<file path="src/rtl/ntt_pkg.sv">
// Shared types and constants for the NTT job scheduler.
package ntt_pkg;

  typedef enum logic [1:0] {
    IDLE  = 2'd0,
    RUN   = 2'd1,
    DRAIN = 2'd2,
    DONE  = 2'd3
  } state_e;

  localparam int NTT_LEVELS  = 6;
  localparam int NTT_SLOTS   = 32;
  localparam int PASS_CYCLES = NTT_LEVELS * NTT_SLOTS;
  localparam int DRAIN_NTT   = 7;
  localparam int DRAIN_INTT  = 8;
  localparam int BIAS_W      = 11;
  localparam int NPOLY_W     = 4;
  localparam int TIMER_W     = 8;
  localparam int PERF_W      = 16;

  localparam logic [BIAS_W-1:0] POLY_STRIDE = 11'd32;

  // The timer raises terminal count on its final cycle, so it is loaded with length-1.
  function automatic logic [TIMER_W-1:0] timer_load(input int cycles);
    return TIMER_W'(cycles - 1);
  endfunction

endpackage

</file>
<file path="src/rtl/ntt_job_scheduler_if.sv">
// Job command and sequencing-control bundle; perf_cycles exists only with NTT_JOB_SCHED_PERF_EN.
interface ntt_job_scheduler_if;
  import ntt_pkg::*;

  logic                  cmd_valid;
  logic                  cmd_ready;
  logic                  cmd_intt;
  logic [NPOLY_W-1:0]    cmd_npoly;
  logic [BIAS_W-1:0]     cmd_bias;
  logic                  abort;
  logic                  server_counter_start;
  logic                  ntt_start;
  logic                  intt_start;
  logic                  mode_intt;
  logic [BIAS_W-1:0]     addr_bias;
  logic [NPOLY_W-1:0]    poly_idx;
  logic                  busy;
  logic                  done;
`ifdef NTT_JOB_SCHED_PERF_EN
  logic [PERF_W-1:0]     perf_cycles;
`endif

  modport master (
    output cmd_valid, cmd_intt, cmd_npoly, cmd_bias, abort,
    input  cmd_ready, server_counter_start, ntt_start, intt_start,
    input  mode_intt, addr_bias, poly_idx, busy, done
`ifdef NTT_JOB_SCHED_PERF_EN
    , input perf_cycles
`endif
  );

  modport slave (
    input  cmd_valid, cmd_intt, cmd_npoly, cmd_bias, abort,
    output cmd_ready, server_counter_start, ntt_start, intt_start,
    output mode_intt, addr_bias, poly_idx, busy, done
`ifdef NTT_JOB_SCHED_PERF_EN
    , output perf_cycles
`endif
  );

endinterface

</file>
<file path="src/rtl/ntt_job_timer.sv">
// Loadable down-counter timing both the transform pass and the drain gap.
module ntt_job_timer
  import ntt_pkg::*;
(
  input  logic               clk,
  input  logic               rst,
  input  logic               en,
  input  logic               load,
  input  logic [TIMER_W-1:0] load_value,
  output logic               tc
);

  logic [TIMER_W-1:0] count_q, count_d;

  always_comb begin
    count_d = count_q;
    if (load) begin
      count_d = load_value;
    end else if (en && (count_q != '0)) begin
      count_d = count_q - 1'b1;
    end
  end

  always_ff @(posedge clk or posedge rst) begin
    if (rst) begin
      count_q <= '0;
    end else begin
      count_q <= count_d;
    end
  end

  assign tc = en && (count_q == '0);

endmodule

</file>
<file path="src/rtl/ntt_job_scheduler.sv">
// Batch sequencer for NTT/INTT passes over back-to-back polynomials.
// Optional cycle counter output enabled by NTT_JOB_SCHED_PERF_EN.
module ntt_job_scheduler
  import ntt_pkg::*;
(
  input  logic clk,
  input  logic rst,
  ntt_job_scheduler_if.slave job
);

  state_e             state_q, state_d;
  logic               mode_q, mode_d;
  logic [NPOLY_W-1:0] npoly_q, npoly_d;
  logic [NPOLY_W-1:0] idx_q, idx_d;
  logic [BIAS_W-1:0]  bias_q, bias_d;

  logic               tmr_en;
  logic               tmr_load;
  logic [TIMER_W-1:0] tmr_value;
  logic               tmr_tc;
  logic               accept;

  assign accept = (state_q == IDLE) && job.cmd_valid;
  assign tmr_en = (state_q == RUN) || (state_q == DRAIN);

  ntt_job_timer u_timer (
    .clk        (clk),
    .rst        (rst),
    .en         (tmr_en),
    .load       (tmr_load),
    .load_value (tmr_value),
    .tc         (tmr_tc)
  );

  always_comb begin
    state_d   = state_q;
    mode_d    = mode_q;
    npoly_d   = npoly_q;
    idx_d     = idx_q;
    bias_d    = bias_q;
    tmr_load  = 1'b0;
    tmr_value = '0;

    unique case (state_q)
      IDLE: begin
        if (accept) begin
          state_d   = RUN;
          mode_d    = job.cmd_intt;
          npoly_d   = job.cmd_npoly;
          bias_d    = job.cmd_bias;
          idx_d     = '0;
          tmr_load  = 1'b1;
          tmr_value = timer_load(PASS_CYCLES);
        end
      end
      RUN: begin
        if (tmr_tc) begin
          state_d   = DRAIN;
          tmr_load  = 1'b1;
          tmr_value = mode_q ? timer_load(DRAIN_INTT) : timer_load(DRAIN_NTT);
        end
      end
      DRAIN: begin
        // npoly of 0 wraps npoly-1 to 15, giving the 16-polynomial batch.
        if (tmr_tc) begin
          if (idx_q == (npoly_q - 1'b1)) begin
            state_d = DONE;
          end else begin
            state_d   = RUN;
            idx_d     = idx_q + 1'b1;
            bias_d    = bias_q + POLY_STRIDE;
            tmr_load  = 1'b1;
            tmr_value = timer_load(PASS_CYCLES);
          end
        end
      end
      DONE: begin
        state_d = IDLE;
      end
      default: begin
        state_d = IDLE;
      end
    endcase

    if (job.abort && (state_q != IDLE)) begin
      state_d   = IDLE;
      idx_d     = idx_q;
      bias_d    = bias_q;
      tmr_load  = 1'b1;
      tmr_value = '0;
    end
  end

  always_ff @(posedge clk or posedge rst) begin
    if (rst) begin
      state_q <= IDLE;
      mode_q  <= 1'b0;
      npoly_q <= '0;
      idx_q   <= '0;
      bias_q  <= '0;
    end else begin
      state_q <= state_d;
      mode_q  <= mode_d;
      npoly_q <= npoly_d;
      idx_q   <= idx_d;
      bias_q  <= bias_d;
    end
  end

  assign job.cmd_ready            = (state_q == IDLE);
  assign job.busy                 = (state_q != IDLE);
  assign job.server_counter_start = (state_q != IDLE);
  assign job.ntt_start            = (state_q == RUN) && !mode_q;
  assign job.intt_start           = (state_q == RUN) && mode_q;
  assign job.done                 = (state_q == DONE);
  assign job.mode_intt            = mode_q;
  assign job.addr_bias            = bias_q;
  assign job.poly_idx             = idx_q;

`ifdef NTT_JOB_SCHED_PERF_EN
  logic [PERF_W-1:0] perf_q, perf_d;

  always_comb begin
    perf_d = perf_q;
    if (accept) begin
      perf_d = '0;
    end else if ((state_q != IDLE) && (perf_q != '1)) begin
      perf_d = perf_q + 1'b1;
    end
  end

  always_ff @(posedge clk or posedge rst) begin
    if (rst) begin
      perf_q <= '0;
    end else begin
      perf_q <= perf_d;
    end
  end

  assign job.perf_cycles = perf_q;
`endif

endmodule

</file>
<file path="src/flat_wrapper.sv">
// flat-port wrapper written by rule: the top's interface ports become plain ports
module ntt_job_scheduler_flat import ntt_pkg::*;
  (clk, rst, job_cmd_valid, job_cmd_intt, job_cmd_npoly, job_cmd_bias, job_abort, job_cmd_ready, job_server_counter_start, job_ntt_start, job_intt_start, job_mode_intt, job_addr_bias, job_poly_idx, job_busy, job_done);
  ntt_job_scheduler_if job_i ();
  input  logic clk;
  input  logic rst;
  input wire logic [$bits(job_i.cmd_valid)-1:0] job_cmd_valid;
  input wire logic [$bits(job_i.cmd_intt)-1:0] job_cmd_intt;
  input wire logic [$bits(job_i.cmd_npoly)-1:0] job_cmd_npoly;
  input wire logic [$bits(job_i.cmd_bias)-1:0] job_cmd_bias;
  input wire logic [$bits(job_i.abort)-1:0] job_abort;
  output wire logic [$bits(job_i.cmd_ready)-1:0] job_cmd_ready;
  output wire logic [$bits(job_i.server_counter_start)-1:0] job_server_counter_start;
  output wire logic [$bits(job_i.ntt_start)-1:0] job_ntt_start;
  output wire logic [$bits(job_i.intt_start)-1:0] job_intt_start;
  output wire logic [$bits(job_i.mode_intt)-1:0] job_mode_intt;
  output wire logic [$bits(job_i.addr_bias)-1:0] job_addr_bias;
  output wire logic [$bits(job_i.poly_idx)-1:0] job_poly_idx;
  output wire logic [$bits(job_i.busy)-1:0] job_busy;
  output wire logic [$bits(job_i.done)-1:0] job_done;
  assign job_i.cmd_valid = job_cmd_valid;
  assign job_i.cmd_intt = job_cmd_intt;
  assign job_i.cmd_npoly = job_cmd_npoly;
  assign job_i.cmd_bias = job_cmd_bias;
  assign job_i.abort = job_abort;
  assign job_cmd_ready = job_i.cmd_ready;
  assign job_server_counter_start = job_i.server_counter_start;
  assign job_ntt_start = job_i.ntt_start;
  assign job_intt_start = job_i.intt_start;
  assign job_mode_intt = job_i.mode_intt;
  assign job_addr_bias = job_i.addr_bias;
  assign job_poly_idx = job_i.poly_idx;
  assign job_busy = job_i.busy;
  assign job_done = job_i.done;
  ntt_job_scheduler u_core (.clk(clk), .rst(rst), .job(job_i));
endmodule
</file>
<file path="config.mk">
export PLATFORM = sky130hd
export DESIGN_NAME = ntt_job_scheduler_flat
export DESIGN_NICKNAME = d
export VERILOG_FILES = /design/src/rtl/ntt_pkg.sv /design/src/rtl/ntt_job_scheduler_if.sv /design/src/rtl/ntt_job_timer.sv /design/src/rtl/ntt_job_scheduler.sv /design/src/flat_wrapper.sv
export SDC_FILE = /design/constraint.sdc
export NUM_CORES = 1
export LEC_CHECK = 0
export BUFFER_PORTS_ARGS = -buffer_cell sky130_fd_sc_hd__buf_4
export CORE_ASPECT_RATIO = 1.75
export CORE_UTILIZATION = 40
export CTS_CLUSTER_DIAMETER = 150
export DETAILED_ROUTE_END_ITERATION = 8
export PLACE_DENSITY = 0.68
export SYNTH_ARGS = -nofsm -noshare
export SYNTH_HDL_FRONTEND = slang
export SYNTH_SLANG_ARGS = --single-unit
</file>
<file path="constraint.sdc">
create_clock -name clk -period 2.92 [get_ports clk]
set_input_delay 0.292 -clock clk [delete_from_list [all_inputs] [get_ports clk]]
set_output_delay 0.292 -clock clk [all_outputs]
set_load 0.02 [all_outputs]
</file>
Yosys cells after proc, flatten, opt, wreduce, memory -nomap -nowiden
Cells that the tools add are included.

word-level totals
  bits in registers = 30
  bits of input ports = 20
  output and inout port bits = 22

cells by class
  reductions and logical operators = 17
  equal/unequal tests = 10
  $add $sub $neg = 4
  bitwise operators = 1
  muxes and demuxes = 29

operator list
  operator                                               count
  2-to-1 mux 8 bit                                       7
  2-to-1 mux 11 bit                                      3
  case mux 8 bit (3 select lines)                        1
  case mux 11 bit (2 select lines)                       1
  2-to-1 mux 4 bit                                       3
  adder 11 x 6 -> 11 bit, second input constant          1
  2-to-1 mux 2 bit                                       5
  zero test 8 bit                                        1
  case mux 2 bit (4 select lines)                        1
  case mux 4 bit (2 select lines)                        1
  nonzero test 8 bit                                     1
  subtractor 8 x 1 -> 8 bit, second input constant       1
  logical AND 1 bit                                      6
  2-to-1 mux 1 bit                                       6
  inequality test 3 x 2 -> 1 bit, second input constant  2
  nonzero test 2 bit                                     3
  AND reduction 5 bit                                    1
  adder 4 x 1 -> 4 bit, second input constant            1
  == test 2 bit, second input constant                   2
  == test 4 bit                                          1
  inequality test 2 x 1 -> 1 bit, second input constant  2
  subtractor 4 x 1 -> 4 bit, second input constant       1
  inequality test 3 x 1 -> 1 bit, second input constant  1
  case mux 1 bit (3 select lines)                        1
  other kinds (8)                                        8

Logic depth before layout (Yosys ltp)
  depth in word-level cells = 7
  mapped depth = 9

Cells and area by module
From an unflattened synthesis, not the netlist that was laid out.

second synthesis, totals
  cell total of the unflattened synthesis = 192
  area, all modules = 1878.1 um^2

by module, submodules not included
  module             instances  cells each  area an instance (um^2)
  ntt_job_scheduler  1          133         1373.8
  ntt_job_timer      1          59          504.2

Worst setup path before layout
OpenSTA, ideal clock, no wires.

  path kind = reg-to-reg
  start point = reg u_core.state_q[0]
  end point = reg u_core.u_timer.count_q[3]
  library setup time = 0.104 ns
  stages on the path, launching flop included = 8
  data required time = 2.816 ns
  arrival = 2.136 ns
  slack = 0.680 ns
  cell sequence = dfrtp_1 > inv_1 > ha_1 > or4b_4 > o31a_1 > o21ai_4 > a21oi_2 > a221oi_1

between the ends
  word-level cells in the longest chain between the ends = 7
  elaborated cells between the ends (all ways) = 20
  those cells by class = eq/ne: 2; mux: 10; reduce/logical: 8

ends and longest elaborated chain
  what                                                                                       line                                              RTL
  from (decl)                                                                                ntt_job_scheduler.sv:11                           state_e state_q, state_d;
  from (signal assigned)                                                                     ntt_job_scheduler.sv:102                          state_q <= state_d;
  == test 2 x 1 -> 1 bit / == test 2 bit (equally long branches)                             ntt_job_scheduler.sv:24, ntt_job_scheduler.sv:44
  logical OR 1 bit                                                                           ntt_job_scheduler.sv:24                           assign tmr_en = (state_q == RUN) || (state_q == DRAIN);
  logical AND 1 bit                                                                          ntt_job_timer.sv:32                               assign tc = en && (count_q == '0);
  2-to-1 mux 8 bit (tied with other cells)                                                   ntt_job_scheduler.sv:65                           if (tmr_tc) begin
  case mux 8 bit (3 select lines) / case mux 1 bit (3 select lines) (equally long branches)  ntt_job_scheduler.sv:44                           unique case (state_q)
  2-to-1 mux 8 bit / 2-to-1 mux 1 bit (equally long branches)                                ntt_job_scheduler.sv:85                           if (job.abort && (state_q != IDLE)) begin
  2-to-1 mux 8 bit / nonzero test 2 bit (equally long branches)                              n/a
  to (signal assigned)                                                                       ntt_job_timer.sv:28                               count_q <= count_d;
  to (decl)                                                                                  ntt_job_timer.sv:13                               logic [TIMER_W-1:0] count_q, count_d;

Several ways; a longest one is shown, not always the timed one.
A chain may end at the register's enable or synchronous reset.

Final worst setup path
  start point = reg u_core.state_q[0]
  end point = reg u_core.u_timer.count_q[4]

Same word-level chain as after synthesis.

==> results.md <==
- Outcome: completed
- CP max FO: 7
- Clock Skews: 0.00552 ns
- FMAX: 403 MHz
- Final setup TNS: 0 ns
- Worst min path class: in2async
- Synth top area share: 38.0%
- Setup CP Type: reg2reg
- First-pass GRT wire length: 7510 um
- Post-Synthesis Cell Area: 0.00198 mm^2
- Arr. time, crit path: 2.65 ns
- CP endpoint kind: register
- DR WL/cell: 15.0 um
- Setup violations, final: 0
- Slew @ Worst Pin: 0.772 ns
- Vias per inst: 5.66
- Global route overflow: 0
- Peak VDD IR: 618 uV
- Final #Nets: 286
- Hold-fix buffers, CTS: 0
- RSZ-0062 raised after global routing: false
- Initial antenna violation count: 0
- Top-count cell post-synth: dfrtp_1
- Cell taking the most area after synthesis: dfrtp_1
- Yosys cell types: 54
- Final Wtd Congestion: 0.839
- Ant diodes: 0
- Routed WL: 4650 um
- CTS root buf: clkbuf_8
- Die H: 95.0 um
- CTS buffer count: 5
- Int Power: 1.49 mW
- Clock sink count: 30
- Die Width: 55.2 um
- Most frequent cells after synthesis: dfrtp_1, inv_1, nand2_1, nor2_1, a21oi_1
- Gr usage total: 20.1%
- Post-DP HPWL: 3680 um
- # DRC: 0
- Share of cells above drive strength 1: 27.2%
- Core Box Area: 0.00471 mm^2
- Total of max-cap violations: 0
- Seq cells post-synth: 30
- Clk pwr share: 10.8%
- # port buffers: 41
- Final worst-path cycle share: 85.0%
- Leakage power: 1.10 nW
- CTS tree: built
- CTS Buffer Depth: 2
- Vias in the first global route: 1,644
- Register area: 751 um^2
- Multi-input combinational cell area: 0.00111 mm^2
- Async S/R FF share, synth: 100%
- Switching power: 1.32 mW
- Flop pwr share: 28.6%
- Synth Area per Inst: 9.38 um^2
- Post-CTS Resized: 0
- Comb pwr share: 60.6%
- Post-synth EDFFs: 0
- Initial detailed-routing violation count: 28
- Layout area overhead: 22.3%
- Switching Fraction: 47.0%
- Synth warn: 0
- Row Count: 33
- Required time worst endpoint: 3.09 ns
- Seq/Total Area, Yosys: 38.0%
- CP Launch Type: register
- Max-slew violation count: 0
- Fin. Hold Viols: 0
- Max_slew headroom: 48.1%
- Largest net degree at the start of global routing: 31
- Syn Inst Count: 211
- Initial Utilization: 42.0%
- Power per cell area: 1160 mW/mm^2
- Synth Flop Type: dfrtp_1
- Pwr Total: 2.81 mW
- Syn_nets: 240
- Top post-synthesis cells by area: dfrtp_1, ha_1, inv_1
- Vias: 1,748
- Fillers: 461
- Worst skew pair latency: 0.28 ns
- Postcts setup bufs: 0
- Full die area: 0.00524 mm^2
- Minimum clock period: 2.48 ns
- # IOs: 42
- Final core utilization: 51.4%
- Pre-Repair DR Iteration Count: 4
- Post-DRT Antenna Nets: 0
- # H-tree levels: 2
- Clock slew at reported path FFs: 0.06 ns
[cells in the final DEF, fill, tap and decap left out, types with 8 or more instances in the layout]
| cell | count |
|---|---|
| buf_4 | 46 |
| ha_1 | 9 |
| nor3_1 | 8 |
| nor2_1 | 18 |
| a21oi_1 | 13 |
| inv_1 | 19 |
| o21ai_0 | 10 |
| dfrtp_1 | 30 |
| nand2_1 | 18 |
[per-stage QoR]
stage | hold slack (ns) | worst slack [ns] | cells | cell area, um^2
finish | 0.0912 | 0.437 | 309 | 2420
global route | 0.127 | 0.171 | 309 | 2420
CTS | 0.107 | 0.426 | 309 | 2420
detailed placement | 0.406 | 0.446 | 302 | 2340
global placement | 0.403 | 0.505 | 302 | 2340
floorplan | 0.383 | 0.680 | 211 | 1980
[metal layers]
metal  wire [um]  vias to the layer above  share of wire, %  global-route usage [%]
met5           0                        -                 0                       0
met4         154                        0               3.3                    9.17
met3         144                       14               3.1                    2.87
met2        2540                       39                55                    35.5
met1        1810                      833                39                    22.3
li1            -                      862                 -                       -
[worst max-delay path, cell delays in order, from the launching register on]
cell	delay, ns
dfrtp_1	0.45
inv_1	0.09
ha_1	0.40
or4b_4	0.49
o31a_1	0.34
o21ai_4	0.16
a21oi_2	0.11
a221oi_1	0.32
[worst paths after layout]
kind,end,slack (ns),cells past startpoint,from
min,u_core.u_timer.count_q[7]$_DFFE_PP0P_,0.09,3,rst
max,u_core.u_timer.count_q[4]$_DFFE_PP0P_,0.44,7,u_core.state_q[0]$_DFFE_PP0P_
max reg2reg,u_core.u_timer.count_q[4]$_DFFE_PP0P_,0.44,7,u_core.state_q[0]$_DFFE_PP0P_
min in group clk,u_core.job.addr_bias[8]$_DFFE_PP0P_,0.22,3,job_cmd_bias[8]
max in group asynchronous,u_core.npoly_q[2]$_DFFE_PP0P_,2.54,3,rst
min reg2reg,u_core.job.addr_bias[1]$_DFFE_PP0P_,0.50,1,u_core.job.addr_bias[1]$_DFFE_PP0P_
[state kept, by name (all words and copies together), names as in the netlist]
signal / count
u_core.job.addr_bias: 11
u_core.u_timer.count_q: 8
u_core.job.poly_idx: 4
u_core.npoly_q: 4
u_core.state_q: 2
u_core.job.mode_intt: 1
[area by class of cell]
cell class	instances	share of cell area (%)
clock buffers	7	3.15
inverters	19	2.95
multi-input cells	155	45.9
flip-flops and latches	30	31.0
well taps	52	2.69
repair buffers	46	14.3
[power by group through the flow]
stage	Clock (mW)	Sequential, mW	Combinational (mW)
finish	0.304	0.802	1.70
global route	0.336	0.830	1.88
CTS	0.316	0.802	1.72
detailed placement	0	0.809	1.71
global placement	0	0.807	1.69
floorplan	0	0.856	1.17
[logic make-up after synthesis]
family / count (synthesis) / share of synthesized area, %
AOI/OAI and AO/OA: 60 / 22.9
buffers and inverters: 26 / 5.88
and+or+nand+nor: 71 / 19.4
DFF: 30 / 38.0
muxes: 8 / 4.36
adders and majority gates: 9 / 5.69
xor gates and xnor gates: 7 / 3.86
Power figures use the tool's default switching activity.
